--- config.mk ---
export PLATFORM = sky130hd
export DESIGN_NAME = io_out_demux
export DESIGN_NICKNAME = d
export VERILOG_FILES = /design/src/rtl/io_pkg.sv /design/src/rtl/byte_lane_merge.sv /design/src/rtl/io_out_demux.sv
export SDC_FILE = /design/constraint.sdc
export NUM_CORES = 1
export LEC_CHECK = 0
export BUFFER_PORTS_ARGS = -buffer_cell sky130_fd_sc_hd__buf_2
export CORE_AREA = 2 2 127 129
export CTS_CLUSTER_DIAMETER = 60
export DETAILED_ROUTE_END_ITERATION = 10
export DIE_AREA = 0 0 129 131
export GPL_TIMING_DRIVEN = 0
export HOLD_SLACK_MARGIN = 0.08
export PLACE_DENSITY = 0.87
export REMOVE_ABC_BUFFERS = 1
export SYNTH_ARGS = -nofsm -noshare
export SYNTH_HDL_FRONTEND = slang
export SYNTH_SLANG_ARGS = --single-unit
--- constraint.sdc ---
create_clock -name CLK -period 5.25 [get_ports CLK]
set_input_delay 0.525 -clock CLK [delete_from_list [all_inputs] [get_ports CLK]]
set_output_delay 0.525 -clock CLK [all_outputs]
set_load 0.02 [all_outputs]
--- src/rtl/io_pkg.sv ---
// Shared encodings and helpers for the OTTER I/O bus output path.
// Holds the store-size codes, port stride, default base address and lane helpers.
package io_pkg;

  typedef enum logic [1:0] {
    SIZE_BYTE = 2'b00,
    SIZE_HALF = 2'b01,
    SIZE_WORD = 2'b10,
    SIZE_RSVD = 2'b11
  } ioSize_t;

  localparam int          IO_PORT_STRIDE       = 4;
  localparam logic [31:0] IO_BASE_ADDR_DEFAULT = 32'h1100_C000;

  // Byte enables for a store of the given size starting at the given lane.
  function automatic logic [3:0] laneEnables(input ioSize_t size, input logic [1:0] lane);
    logic [3:0] en;
    en = 4'b0000;
    case (size)
      SIZE_BYTE: en = 4'b0001 << lane;
      SIZE_HALF: en = lane[1] ? 4'b1100 : 4'b0011;
      SIZE_WORD: en = 4'b1111;
      default:   en = 4'b0000;
    endcase
    return en;
  endfunction

  function automatic logic isMisaligned(input ioSize_t size, input logic [1:0] lane);
    logic bad;
    bad = 1'b1;
    case (size)
      SIZE_BYTE: bad = 1'b0;
      SIZE_HALF: bad = lane[0];
      SIZE_WORD: bad = (lane != 2'b00);
      default:   bad = 1'b1;
    endcase
    return bad;
  endfunction

endpackage

--- src/rtl/byte_lane_merge.sv ---
// Combinational merge of right-aligned store data into an existing 32-bit word.
// Also flags stores whose size/lane combination cannot be honoured.
module byte_lane_merge
  import io_pkg::*;
(
  input  logic [31:0] oldWord,
  input  logic [31:0] storeData,
  input  logic [1:0]  size,
  input  logic [1:0]  lane,
  output logic [31:0] mergedWord,
  output logic        misalign
);

  ioSize_t     sizeEnc;
  logic [3:0]  byteEn;
  logic [31:0] alignedData;

  assign sizeEnc     = ioSize_t'(size);
  assign byteEn      = laneEnables(sizeEnc, lane);
  assign misalign    = isMisaligned(sizeEnc, lane);
  assign alignedData = storeData << {lane, 3'b000};

  // Misaligned results are never written, so no special case is needed here.
  always_comb begin
    mergedWord = oldWord;
    for (int b = 0; b < 4; b++) begin
      if (byteEn[b]) begin
        mergedWord[8*b +: 8] = alignedData[8*b +: 8];
      end
    end
  end

endmodule

--- src/rtl/io_out_demux.sv ---
// OTTER I/O bus output router: decodes stores into N_PORTS registered 32-bit ports.
// Optional readback of port contents is built only when IO_READBACK_EN is defined.
module io_out_demux
  import io_pkg::*;
#(
  parameter int          N_PORTS   = 4,
  parameter logic [31:0] BASE_ADDR = IO_BASE_ADDR_DEFAULT
) (
  input  logic                   CLK,
  input  logic                   RST,
  input  logic [31:0]            IOBUS_ADDR,
  input  logic [31:0]            IOBUS_OUT,
  input  logic                   IOBUS_WR,
  input  logic [1:0]             IOBUS_SIZE,
  input  logic                   IOBUS_RD,
  output logic [32*N_PORTS-1:0]  PORT_DATA,
  output logic [N_PORTS-1:0]     PORT_STB,
  output logic                   ADDR_ERR,
  output logic [31:0]            RD_DATA
);

  localparam int          IDX_W        = (N_PORTS > 1) ? $clog2(N_PORTS) : 1;
  localparam logic [31:0] WINDOW_BYTES = 32'(IO_PORT_STRIDE * N_PORTS);

  logic [31:0]        addrOffset;
  logic               addrHit;
  logic [IDX_W-1:0]   portIdx;
  logic [1:0]         lane;
  logic [31:0]        portRegs [N_PORTS];
  logic [31:0]        selWord;
  logic [31:0]        mergedWord;
  logic               misalign;
  logic               storeOk;
  logic               storeReject;
  logic [N_PORTS-1:0] portSel;
  logic [N_PORTS-1:0] stbReg;
  logic               errReg;

  // The lower-bound test guards against the subtraction wrapping for low addresses.
  assign addrOffset = IOBUS_ADDR - BASE_ADDR;
  assign addrHit    = (IOBUS_ADDR >= BASE_ADDR) && (addrOffset < WINDOW_BYTES);
  assign portIdx    = addrOffset[IDX_W+1:2];
  assign lane       = IOBUS_ADDR[1:0];

  always_comb begin
    selWord = '0;
    portSel = '0;
    for (int k = 0; k < N_PORTS; k++) begin
      if (portIdx == IDX_W'(k)) begin
        selWord    = portRegs[k];
        portSel[k] = storeOk;
      end
    end
  end

  byte_lane_merge u_merge (
    .oldWord    (selWord),
    .storeData  (IOBUS_OUT),
    .size       (IOBUS_SIZE),
    .lane       (lane),
    .mergedWord (mergedWord),
    .misalign   (misalign)
  );

  assign storeOk     = IOBUS_WR && addrHit && !misalign;
  assign storeReject = IOBUS_WR && addrHit && misalign;

  always_ff @(posedge CLK) begin
    if (RST) begin
      for (int k = 0; k < N_PORTS; k++) begin
        portRegs[k] <= '0;
      end
      stbReg <= '0;
      errReg <= 1'b0;
    end else begin
      for (int k = 0; k < N_PORTS; k++) begin
        if (portSel[k]) begin
          portRegs[k] <= mergedWord;
        end
      end
      stbReg <= portSel;
      errReg <= storeReject;
    end
  end

  for (genvar g = 0; g < N_PORTS; g++) begin : g_portOut
    assign PORT_DATA[32*g +: 32] = portRegs[g];
  end

  assign PORT_STB = stbReg;
  assign ADDR_ERR = errReg;

`ifdef IO_READBACK_EN
  logic [31:0] rdReg;

  // selWord is the pre-store value, so a coincident write reads the old contents.
  always_ff @(posedge CLK) begin
    if (RST) begin
      rdReg <= '0;
    end else begin
      rdReg <= (IOBUS_RD && addrHit) ? selWord : '0;
    end
  end

  assign RD_DATA = rdReg;
`else
  logic unusedRd;

  assign unusedRd = IOBUS_RD;
  assign RD_DATA  = '0;
`endif

endmodule

# --- Word-level counts from Yosys, hierarchy flattened ---
# Memory sizes are Yosys's and may differ from the RTL's.
# Cells that the tools add are included.
classes:
  reduce_logical: 8
  n_addsub: 1
  eq_ne: 5
  n_mul: 0
  bitwise_logic: 4
  n_shift: 2
  n_div: 0
  mux: 33
  order_cmp: 2
op_table:
  columns: ["op", "count"]
  rows:
  - ["$mux 32", 8]
  - ["$ge 32x29->1 const B", 1]
  - ["$lt 32x5->1 const B", 1]
  - ["$mux 8", 4]
  - ["$shl 32x5->32", 1]
  - ["$sub 32x29->32 const B", 1]
  - ["$mux 1", 18]
  - ["$pmux 4 s3", 1]
  - ["$eq 2x2->1 const B", 3]
  - ["$eq 2x1->1 const B", 2]
  - ["$logic_and 1x1->1", 4]
  - ["$logic_not 2->1", 2]
  - ["$mux 4", 1]
  - ["$or 1x1->1", 4]
  - ["$shl 1x2->4 const A", 1]
  - ["$pmux 1 s3", 1]
  - ["$reduce_bool 2->1", 1]
  - ["$logic_not 1->1", 1]
totals:
  latchBits: 0
  output_inout_bits: 165
  memories: 1
  register_bits: 5
  in_bits: 70
  rom_bits: 0
  mem_bits_rw: 128
memory_table:
  columns: ["name", "depth", "width", "read_ports", "rd_clocked_by_memory_dff", "write_ports", "line_no", "text"]
  rows:
  - ["portRegs", 4, 32, 4, 0, 4, "io_out_demux.sv:29", "logic [31:0] portRegs [N_PORTS];"]

# --- Depth between registers and ports, before layout ---
logic_depth:
  depth_word: 10
  ltp_mapped: 7
  depth_no_buf: 5

# --- Modules after synthesis ---
# From an unflattened synthesis, not the netlist that was laid out.
unflattened:
  cells_unflattened: 589
  area_unflattened_um2: 7318.3
modules_own_cells:
  columns: ["module", "cells_per_inst", "area_each_um2", "seq_area_each_um2", "n_inst"]
  rows:
  - ["io_out_demux", 439, 6189.7, 3943.8, 1]
  - ["byte_lane_merge", 150, 1128.6, 0.0, 1]

# --- Worst setup path before layout ---
# No wires, ideal clock.
synth_path:
  path_kind: "input to register"
  from: "in IOBUS_ADDR[26]"
  to: "mem portRegs[0][0] (enable)"
  arrival_ps: 5014
  setup_ps: 511
  path_stages: 6
  slack_ps: -275
  n_path_buf: 1
  path_cell_list: "or4_1 -> a21oi_2 -> o21a_4 -> o21ai_2 -> buf_6 -> o41ai_1"
synth_rtl:
  columns: ["element", "line_no", "text"]
  rows:
  - ["start, declared", "io_out_demux.sv:11", "input logic [31:0] IOBUS_ADDR,"]
  - ["end, declared", "io_out_demux.sv:29", null]

==> metrics.csv <==
metric;value;unit
outcome;completed;
clk buf depth;2;
# rows;46;
net load switching power;0.716;mW
final setup fails;0;
crit end category;register;
Die Wd;129;um
Fill cells;1268;
vias in the first global route;5079;
DRC errors left;0;
IR drop worst, VDD;0.178;mV
Net Sw Frac;25.3;%
clock slew at the register clock pins of the worst setup and hold paths;50;ps
CTS tree;yes;
clock share of power;44.1;%
placed cell areas;8170;um^2
Data arrival, critical path;3150;ps
# H-tree levels;4;
largest net degree at the start of global routing;47;
Leakage;3.57;nW
worst skew pair latency;420;ps
Sequential Power Share;42.8;%
GR Util All Layers;23.6;%
DRT antenna net count;0;
Detailed Route WL;19900;um
fin worst setup slack;2230;ps
post-layout power;2.83;mW
critical path class;input port to register;
register bit count reported by yosys;133;
Final Cell Area;8800;um^2
Initial DRC Count;464;
combinational power share;13.1;%
drt pass-1 iters;5;
Sum Neg Setup Slack;0;ps
clk sinks;133;
routed via count;5302;
Num CTS Buffers;17;
worst hold-check path type;input port to register;
DP HPWL;13900;um
Max-Cap Viols;0;
syn_area_per_cell;12.8;um^2
port bufs;201;
Slew @ Worst Pin;1220;ps
wire per inst;20.6;um
Setup Skew;5.45;ps
post-synthesis sequential area ratio;56.3;%
IO Count;235;
clk root buf;clkbuf_16;
Final period util;57.6;%
worst hold slack;589;ps
share of layout cells above drive strength 1;40.9;%
fin. max-slew vios;0;
FMAX;331;MHz
starting density of the core;44.9;%
via/cell ratio;5.48;
routability congestion estimate;0.791;
Setup Fix Bufs, Post-CTS;0;
worst path required time;5370;ps
min Tclk post-route;3020;ps
first-pass GRT wire length;29000;um
post-CTS sizing;0;
Final Hold Viols;0;
pre-CTS setup slack;1770;ps
grt total ovfl;0;
mapped cell area;7000;um^2
Ys Warns;0;
CP Max Fanout;8;
RSZ-0062 raised after global routing;no;
initial antenna violation count;2;
Die Height;131;um
crit start category;input port;
Power Internal;2.12;mW
Net count, final;806;
Yosys cell types;42;
area delta synth->final;25.7;%
slew margin rel.;16.6;%
Syn Inst Count;547;
Core Region;15600;um^2
Hold-fix buffers, CTS;0;
DIE AREA;16900;um^2
P per Cell Area;322;nW/um^2
-- cells in the mapped netlist --
master / instances / area (um^2)
nor4b_1: 1 / 8.76
o2111ai_2: 2 / 30.0
dfxtp_1: 5 / 100
clkbuf_1: 9 / 33.8
buf_2: 27 / 135
nand2b_1: 4 / 25.0
a211oi_1: 8 / 60.1
nor4b_2: 1 / 15.0
a21oi_1: 21 / 105
o21ai_2: 1 / 8.76
nand4_1: 1 / 6.26
o41ai_1: 2 / 17.5
a41o_1: 2 / 20.0
o21a_4: 1 / 15.0
nand4b_1: 2 / 17.5
or4_1: 1 / 7.51
o21a_1: 1 / 7.51
nor4_4: 2 / 42.5
nor2_1: 80 / 300
nor3_1: 57 / 285
nor4_1: 1 / 6.26
buf_6: 3 / 33.8
o22a_1: 1 / 8.76
mux4_2: 32 / 721
mux2i_1: 41 / 410
conb_1: 1 / 3.75
edfxtp_1: 128 / 3840
and4_1: 1 / 8.76
o21ai_0: 9 / 45.0
inv_1: 13 / 48.8
nor3_2: 14 / 140
a21oi_2: 1 / 8.76
nor4bb_1: 1 / 10.0
or2_2: 1 / 6.26
nand3_1: 2 / 10.0
a2111oi_0: 8 / 70.1
nand2_1: 13 / 48.8
o21ai_1: 1 / 5.00
and3_1: 1 / 6.26
buf_4: 33 / 248
nor2b_1: 11 / 68.8
buf_1: 3 / 11.3
-- state kept, by name, indices dropped and copies added, names as in the netlist --
register,flops
ADDR_ERR,1
PORT_STB,4
portRegs,128
-- power groups by stage --
| stage | Sequential (mW) | Combinational [mW] | Clock [mW] |
|---|---|---|---|
| 2_1_floorplan | 1.28 | 0.165 | 0 |
| 3_3_place_gp | 1.24 | 0.348 | 0 |
| 3_5_place_dp | 1.23 | 0.368 | 0 |
| 4_1_cts | 1.21 | 0.371 | 1.26 |
| 5_1_grt | 1.22 | 0.399 | 1.30 |
| 6_report | 1.21 | 0.370 | 1.25 |
-- cell type report --
cell class	count	area [um^2]	share of cell area (%)
antenna	2	5.00	0.0568
clock buffer	21	480	5.46
multi-input combinational	357	2720	30.9
clock inverter	11	149	1.69
sequential	133	3940	44.8
tap	216	270	3.07
inverter	13	48.8	0.554
timing repair buffer	214	1190	13.5
-- per-layer routing --
layer	GRT usage [%]	wire length [um]	vias up
met5	0	0	-
met4	9.46	406	0
met3	5.62	1380	36
met2	39.0	10100	253
met1	30.2	8020	2618
li1	-	-	2395
-- final timing paths --
| path | from | to | slack [ps] | depth (start not counted) |
|---|---|---|---|---|
| worst max-delay path | IOBUS_ADDR[25] | portRegs[1][24] | 2230 | 8 |
| worst min-delay path | IOBUS_ADDR[8] | ADDR_ERR | 590 | 5 |
| worst max register to register | portRegs[3][0] | portRegs[1][0] | 3590 | 3 |
| worst min register to register | portRegs[0][6] | portRegs[2][6] | 900 | 3 |
-- worst max-delay path, cell delays in order --
cell,delay (ps)
buf_2,120
nor3_1,70
and4_1,200
nor3_1,770
o21ai_4,190
o41ai_2,740
buf_4,300
buf_4,220
-- cell usage in the layout, fill, tap and decap left out, types with 4 or more instances in the layout --
cell,synthesis,routed
nor2_1,80,80
mux4_2,32,32
a2111oi_0,8,8
o21ai_0,9,9
a211oi_1,8,8
nor3_2,14,14
clkbuf_16,0,17
inv_1,13,13
nor2b_1,11,11
nand2_1,13,12
nor3_1,57,57
edfxtp_1,128,128
buf_2,27,200
clkbuf_8,0,4
nand2b_1,4,4
a21oi_1,21,21
buf_4,33,9
mux2i_1,41,41
conb_1,1,32
dfxtp_1,5,5
-- metrics by stage --
step | util, % | cells
floorplan | - | 503
global route | 56.4 | 966
global placement | 50.9 | 920
detailed placement | 52.4 | 933
finish | 56.4 | 967
CTS | 56.4 | 965
-- cells by family after synthesis --
group | count (synthesis) | share of synthesized area, %
simple gates | 194 | 14.5
flops | 133 | 56.3
buf+inv | 88 | 7.29
mux | 73 | 16.1
compound gates | 58 | 5.73
other cells | 1 | 0.0535
Power figures use the tool's default switching activity.
